## src/rtl/traffic_signal_monitor_if.sv

```systemverilog
// rtl/traffic_signal_monitor_if.sv - controller codes in, lamp drive and fault status out
// fault_count is present only when FAULT_COUNT_EN is defined.
interface traffic_signal_monitor_if;
  logic [2:0] highway;
  logic [2:0] side_road;
  logic       clear_fault;
  logic [2:0] hw_lamp;
  logic [2:0] sr_lamp;
  logic       fault;
  logic [1:0] fault_code;
`ifdef FAULT_COUNT_EN
  logic [7:0] fault_count;

  modport master (
    output highway, side_road, clear_fault,
    input  hw_lamp, sr_lamp, fault, fault_code, fault_count
  );
  modport slave (
    input  highway, side_road, clear_fault,
    output hw_lamp, sr_lamp, fault, fault_code, fault_count
  );
`else
  modport master (
    output highway, side_road, clear_fault,
    input  hw_lamp, sr_lamp, fault, fault_code
  );
  modport slave (
    input  highway, side_road, clear_fault,
    output hw_lamp, sr_lamp, fault, fault_code
  );
`endif
endinterface

```

## src/rtl/traffic_signal_monitor.sv

```systemverilog
// rtl/traffic_signal_monitor.sv - lamp driver that mirrors the controller or flashes red on faults
// Optional saturating fault-entry counter enabled by FAULT_COUNT_EN.
module traffic_signal_monitor #(
  parameter int BLINK_DIV  = 4,
  parameter int CLEAR_HOLD = 2,
  parameter int WATCHDOG   = 64
) (
  input logic                     clk,
  input logic                     rst_n,
  traffic_signal_monitor_if.slave bus
);
  localparam int BLINK_W = $clog2(2 * BLINK_DIV + 1);
  localparam int HOLD_W  = $clog2(CLEAR_HOLD + 1);
  localparam int WD_W    = $clog2(WATCHDOG + 1);

  localparam logic [BLINK_W-1:0] BLINK_LAST = BLINK_W'(2 * BLINK_DIV - 1);
  localparam logic [BLINK_W-1:0] BLINK_HALF = BLINK_W'(BLINK_DIV);
  localparam logic [HOLD_W-1:0]  HOLD_LAST  = HOLD_W'(CLEAR_HOLD - 1);
  localparam logic [WD_W-1:0]    WD_LIMIT   = WD_W'(WATCHDOG);

  localparam logic [2:0] RED = 3'b100;
  localparam logic [2:0] OFF = 3'b000;

  localparam logic [1:0] CAUSE_NONE     = 2'b00;
  localparam logic [1:0] CAUSE_ILLEGAL  = 2'b01;
  localparam logic [1:0] CAUSE_CONFLICT = 2'b10;
  localparam logic [1:0] CAUSE_WATCHDOG = 2'b11;

  typedef enum logic [1:0] {
    ST_STARTUP,
    ST_PASS,
    ST_FAULT,
    ST_RECOVER
  } state_t;

  state_t             state_q, state_d;
  logic [2:0]         hw_in_q, hw_in_d, sr_in_q, sr_in_d;
  logic [2:0]         hw_prev_q, hw_prev_d, sr_prev_q, sr_prev_d;
  logic [2:0]         hw_lamp_q, hw_lamp_d, sr_lamp_q, sr_lamp_d;
  logic               fault_q, fault_d;
  logic [1:0]         code_q, code_d;
  logic [BLINK_W-1:0] blink_q, blink_d;
  logic [HOLD_W-1:0]  hold_q, hold_d;
  logic [WD_W-1:0]    wd_q, wd_d;

  logic               illegal, conflict, wd_trip, fault_now, entering_fault;
  logic [1:0]         cause;
  logic [WD_W-1:0]    wd_next;

  function automatic logic is_onehot(input logic [2:0] c);
    return (c == 3'b001) || (c == 3'b010) || (c == 3'b100);
  endfunction

  always_comb begin
    hw_in_d   = bus.highway;
    sr_in_d   = bus.side_road;
    hw_prev_d = hw_in_q;
    sr_prev_d = sr_in_q;
    state_d   = state_q;
    hold_d    = hold_q;
    blink_d   = blink_q;
    code_d    = code_q;

    illegal  = !is_onehot(hw_in_q) || !is_onehot(sr_in_q);
    conflict = !illegal && (hw_in_q != RED) && (sr_in_q != RED);

    // The watchdog looks at the registered copy, so a change is seen against its previous value.
    if ({hw_in_q, sr_in_q} != {hw_prev_q, sr_prev_q}) begin
      wd_next = '0;
    end else if (wd_q == WD_LIMIT) begin
      wd_next = wd_q;
    end else begin
      wd_next = wd_q + WD_W'(1);
    end
    wd_trip = (state_q == ST_PASS) && (wd_next == WD_LIMIT);

    if (illegal) begin
      cause = CAUSE_ILLEGAL;
    end else if (conflict) begin
      cause = CAUSE_CONFLICT;
    end else if (wd_trip) begin
      cause = CAUSE_WATCHDOG;
    end else begin
      cause = CAUSE_NONE;
    end
    fault_now = (cause != CAUSE_NONE);

    case (state_q)
      ST_STARTUP, ST_RECOVER: begin
        if (fault_now) begin
          state_d = ST_FAULT;
        end else if (hold_q == HOLD_LAST) begin
          state_d = ST_PASS;
          hold_d  = '0;
        end else begin
          hold_d = hold_q + HOLD_W'(1);
        end
      end
      ST_PASS: begin
        if (fault_now) begin
          state_d = ST_FAULT;
        end
      end
      ST_FAULT: begin
        blink_d = (blink_q == BLINK_LAST) ? '0 : blink_q + BLINK_W'(1);
        if (bus.clear_fault && !illegal && !conflict) begin
          state_d = ST_RECOVER;
          hold_d  = '0;
        end
      end
      default: state_d = ST_STARTUP;
    endcase

    entering_fault = (state_d == ST_FAULT) && (state_q != ST_FAULT);
    if (entering_fault) begin
      blink_d = '0;
      code_d  = cause;
    end else if (state_d == ST_PASS) begin
      code_d = CAUSE_NONE;
    end

    wd_d = ((state_q == ST_PASS) && (state_d == ST_PASS)) ? wd_next : '0;

    // Lamps follow the state being entered, so a fault suppresses the mirrored value on the same edge.
    case (state_d)
      ST_PASS: begin
        hw_lamp_d = hw_in_q;
        sr_lamp_d = sr_in_q;
      end
      ST_FAULT: begin
        hw_lamp_d = (blink_d < BLINK_HALF) ? RED : OFF;
        sr_lamp_d = (blink_d < BLINK_HALF) ? RED : OFF;
      end
      default: begin
        hw_lamp_d = RED;
        sr_lamp_d = RED;
      end
    endcase

    fault_d = (state_d == ST_FAULT) || (state_d == ST_RECOVER);
  end

  always_ff @(posedge clk or negedge rst_n) begin
    if (!rst_n) begin
      state_q   <= ST_STARTUP;
      hw_in_q   <= RED;
      sr_in_q   <= RED;
      hw_prev_q <= RED;
      sr_prev_q <= RED;
      hw_lamp_q <= RED;
      sr_lamp_q <= RED;
      fault_q   <= 1'b0;
      code_q    <= CAUSE_NONE;
      blink_q   <= '0;
      hold_q    <= '0;
      wd_q      <= '0;
    end else begin
      state_q   <= state_d;
      hw_in_q   <= hw_in_d;
      sr_in_q   <= sr_in_d;
      hw_prev_q <= hw_prev_d;
      sr_prev_q <= sr_prev_d;
      hw_lamp_q <= hw_lamp_d;
      sr_lamp_q <= sr_lamp_d;
      fault_q   <= fault_d;
      code_q    <= code_d;
      blink_q   <= blink_d;
      hold_q    <= hold_d;
      wd_q      <= wd_d;
    end
  end

  assign bus.hw_lamp    = hw_lamp_q;
  assign bus.sr_lamp    = sr_lamp_q;
  assign bus.fault      = fault_q;
  assign bus.fault_code = code_q;

`ifdef FAULT_COUNT_EN
  logic [7:0] count_q, count_d;

  always_comb begin
    count_d = count_q;
    if (entering_fault && (count_q != 8'hFF)) begin
      count_d = count_q + 8'd1;
    end
  end

  always_ff @(posedge clk or negedge rst_n) begin
    if (!rst_n) begin
      count_q <= 8'd0;
    end else begin
      count_q <= count_d;
    end
  end

  assign bus.fault_count = count_q;
`endif
endmodule

```

## src/flat_wrapper.sv

```systemverilog
// flat-port wrapper written by rule: the top's interface ports become plain ports
module traffic_signal_monitor_flat 
#(
  parameter int BLINK_DIV  = 4,
  parameter int CLEAR_HOLD = 2,
  parameter int WATCHDOG   = 64
)
  (clk, rst_n, bus_highway, bus_side_road, bus_clear_fault, bus_hw_lamp, bus_sr_lamp, bus_fault, bus_fault_code);
  traffic_signal_monitor_if bus_i ();
  input logic clk;
  input logic rst_n;
  input wire logic [$bits(bus_i.highway)-1:0] bus_highway;
  input wire logic [$bits(bus_i.side_road)-1:0] bus_side_road;
  input wire logic [$bits(bus_i.clear_fault)-1:0] bus_clear_fault;
  output wire logic [$bits(bus_i.hw_lamp)-1:0] bus_hw_lamp;
  output wire logic [$bits(bus_i.sr_lamp)-1:0] bus_sr_lamp;
  output wire logic [$bits(bus_i.fault)-1:0] bus_fault;
  output wire logic [$bits(bus_i.fault_code)-1:0] bus_fault_code;
  assign bus_i.highway = bus_highway;
  assign bus_i.side_road = bus_side_road;
  assign bus_i.clear_fault = bus_clear_fault;
  assign bus_hw_lamp = bus_i.hw_lamp;
  assign bus_sr_lamp = bus_i.sr_lamp;
  assign bus_fault = bus_i.fault;
  assign bus_fault_code = bus_i.fault_code;
  traffic_signal_monitor #(.BLINK_DIV(BLINK_DIV), .CLEAR_HOLD(CLEAR_HOLD), .WATCHDOG(WATCHDOG)) u_core (.clk(clk), .rst_n(rst_n), .bus(bus_i));
endmodule
```

## config.mk

```make
export PLATFORM = sky130hd
export DESIGN_NAME = traffic_signal_monitor_flat
export DESIGN_NICKNAME = d
export VERILOG_FILES = /design/src/rtl/traffic_signal_monitor_if.sv /design/src/rtl/traffic_signal_monitor.sv /design/src/flat_wrapper.sv
export SDC_FILE = /design/constraint.sdc
export NUM_CORES = 1
export LEC_CHECK = 0
export BUFFER_PORTS_ARGS = -buffer_cell sky130_fd_sc_hd__buf_4
export CORE_ASPECT_RATIO = 0.75
export CORE_UTILIZATION = 38
export CTS_CLUSTER_DIAMETER = 40
export DETAILED_ROUTE_END_ITERATION = 6
export GPL_TIMING_DRIVEN = 1
export PLACE_DENSITY = 0.61
export SYNTH_ARGS = -nofsm -noshare
export SYNTH_HDL_FRONTEND = slang
export SYNTH_SLANG_ARGS = --single-unit
```

## constraint.sdc

```tcl
create_clock -name clk -period 7.3 [get_ports clk]
set_input_delay 0.73 -clock clk [delete_from_list [all_inputs] [get_ports clk]]
set_output_delay 0.73 -clock clk [all_outputs]
set_load 0.02 [all_outputs]
```

==> impl_metrics.py <==
metrics = {
    "power": {
        "ir_worst_vdd_uv": 155,
        "powerDensity_nw_per_um2": 298,
        "p_leak_nw": 0.916,
    },
    "clocking": {
        "cts_buffers": 5,
        "cts_tree": "yes",
        "cts_sinks": 36,
        "hold_buffers": 0,
        "clock_latency_ns": 0.29,
        "post_cts_resized": 0,
        "cts_setup_buffers": 0,
        "clkTransAtPathRegs_ns": 0.07,
        "root_buffer": "clkbuf_8",
        "htree_num_levels": 2,
        "clockBufferDepth": 2,
    },
    "drt": {
        "num_vias": 1318,
        "wl_mm": 3.52,
        "vias_per_cell": 5.23,
        "ant_nets": 0,
        "drt_first_pass_iters": 4,
        "drcViolationCount": 0,
        "wire_per_inst_um": 14.0,
        "drtIter0Drc": 84,
    },
    "status": {
        "status": "complete, no violations",
    },
    "sta": {
        "slew_headroom": 0.660,
        "worstMarginPinSlew_ns": 0.510,
        "setup_slack_ns": 4.02,
        "finalSetupViolations": 0,
        "hold_violations": 0,
        "period_needed_ns": 3.28,
        "max_freq_ghz": 0.305,
        "period_share": 0.450,
        "rsz0062_at_grt": "false",
        "drv_slew": 0,
        "fin_worst_skew_ns": 0.00607,
        "final.setup.tns_ns": 0,
    },
    "placed_design": {
        "io_buffers": 17,
        "place.gp.congestion": 0.789,
        "dp_hpwl_mm": 2.51,
        "dpl_worst_slack_ns": 4.08,
    },
    "global_routing": {
        "track_usage": 0.145,
        "gr-total-overflow": 0,
        "antenna_found_initial": 0,
        "grt_pass1_wl_mm": 5.83,
        "grt_pass1_vias": 1252,
        "grt_max_degree": 37,
    },
    "floorplanning": {
        "die_y_um": 63.1,
        "initial_utilization": 0.409,
        "fp.dieArea_um2": 5260,
        "die_x_um": 83.4,
        "ios": 18,
        "std_cell_rows": 21,
        "core-area_um2": 4620,
    },
    "synthesis": {
        "yosysWarnings": 0,
        "ys_types": 43,
        "ys_top_cells_by_area": "dfrtp_1, dfstp_2, ha_1, xnor2_1, nor2_1",
        "synthesis.nets": 195,
        "synth_edf_count": 0,
        "async_reset_ff_frac": 1.00,
        "synth_area_leader_cell": "dfrtp_1",
        "synthFlopType": "dfrtp_1",
        "synthesis.area_um2": 1890,
        "syn-mean-instance-area_um2": 10.6,
        "syn_inst": 178,
        "yosys_register_bits": 36,
        "ys_seq_area_frac": 0.481,
        "synth_top_area_share": 0.397,
    },
    "cells_and_area": {
        "diodes": 0,
        "utilization": 0.456,
        "fillers": 439,
        "fin_nets": 211,
        "area_growth_pct": 11.7,
        "drive_above_1_share": 0.210,
    },
    "worst_setup_path": {
        "path_class": "flip-flop to flip-flop",
        "end_kind": "flip-flop",
        "crit_path_start_kind": "flip-flop",
        "arrival_ns": 3.44,
        "startpoint": "u_core.wd_q[0]",
        "rr_worst_depth": 12,
        "reg2reg_setup_slack_ns": 4.02,
        "worstReg2RegEnd": "u_core.bus.fault_code[0]",
        "cp_max_fo": 7,
        "r2r_start": "u_core.wd_q[0]",
        "crit_required_ns": 7.46,
        "cp-endpoint": "u_core.bus.fault_code[0]",
    },
    "min_path": {
        "holdCritPathClass": "primary input to asynchronous set/reset pin",
    },
    "run": {
        "drv_cap": 0,
    },
}
==> cell usage after synthesis (4+ instances only) <==
library cell and instances:
xnor2_1 9, dfstp_2 6, dfrtp_1 30, a21oi_1 10, nor2b_1 4, and2_1 5
inv_1 11, nor2_1 16, nand2_1 12, o21ai_0 7, buf_6 5, ha_1 8
xor2_1 6, nand3_1 6
==> final cells by class <==
cell class	instances	area [um2]	area share
clock buffer	7	86.3	0.0409
clock inverter	1	7.51	0.00356
inverter	11	41.3	0.0196
multi-input combinational	123	868	0.411
sequential	36	908	0.430
tap	57	71.3	0.0338
timing repair buffer	17	128	0.0605
==> metal layers <==
layer  part of all wire  wire length (um)  global-route usage
met1               0.46              1630               0.186
met5                  0                 0                   0
met4              0.014                51              0.0636
met2               0.49              1720               0.231
met3              0.036               128              0.0406
==> worst min path at each step <==
stage / to / slack, ns / cells after the start
6_report: u_core.wd_q[1] / 0.39 / 1
5_1_grt: u_core.wd_q[3] / 0.42 / 1
4_1_cts: u_core.hold_q[0] / 0.40 / 1
3_5_place_dp: u_core.sr_prev_q[2] / 0.41 / 0
3_3_place_gp: u_core.sr_prev_q[2] / 0.40 / 0
2_1_floorplan: u_core.sr_prev_q[0] / 0.35 / 0
==> cells in the final DEF (no fill, tap or decap), drive strengths merged, types with 4 or more instances in the layout <==
cell type / n
and2: 5
dfrtp: 30
nand2: 12
dfstp: 6
inv: 11
buf: 17
nor2b: 4
o21ai: 8
xnor2: 9
clkbuf: 7
a21oi: 11
nand3: 6
nor2: 17
ha: 8
xor2: 7
==> critical path: stages (launching register included) <==
cell	delay [ns]
dfrtp_1	0.47
ha_1	0.31
nor3_1	0.14
a31oi_1	0.05
and4b_4	0.35
o2111ai_4	0.17
nand2_1	0.17
o32a_1	0.21
ha_1	0.26
nor2b_1	0.33
or3b_2	0.50
o21ai_0	0.09
o21ai_0	0.10
==> per-stage QoR <==
step / hold WS (ns) / instance area (um2) / total power, W / cells
final: 0.386 / 2110 / 0.000629 / 252
after global routing: 0.419 / 2110 / 0.000670 / 252
after CTS: 0.400 / 2110 / 0.000635 / 252
after detailed placement: 0.410 / 2020 / 0.000485 / 244
after global placement: 0.403 / 2020 / 0.000478 / 244
after floorplan: 0.355 / 1890 / 0.000423 / 178
==> flip-flops by register name, indices dropped and copies added (netlist names) <==
register	count
u_core.wd_q	7
u_core.blink_q	4
u_core.bus.hw_lamp	3
u_core.bus.sr_lamp	3
u_core.hw_in_q	3
u_core.hw_prev_q	3
u_core.sr_in_q	3
u_core.sr_prev_q	3
u_core.bus.fault_code	2
u_core.hold_q	2
u_core.state_q	2
u_core.bus.fault	1
==> kinds of logic (layout without fill, tap and decap cells) <==
family / after synthesis / in the layout / synth area share
buf+inv: 19 / 36 / 0.0596
mux: 3 / 3 / 0.0159
flops: 36 / 36 / 0.481
fa+ha+maj: 8 / 8 / 0.0530
compound gates: 32 / 32 / 0.116
xor+xnor: 16 / 16 / 0.0782
simple gates: 64 / 64 / 0.197
==> power by group <==
group          switching (W)  internal, W  total [W]
Combinational       0.000120    0.0000933   0.000213
Sequential         0.0000272     0.000241   0.000268
Clock              0.0000716    0.0000767   0.000148
Power figures use the tool's default switching activity.
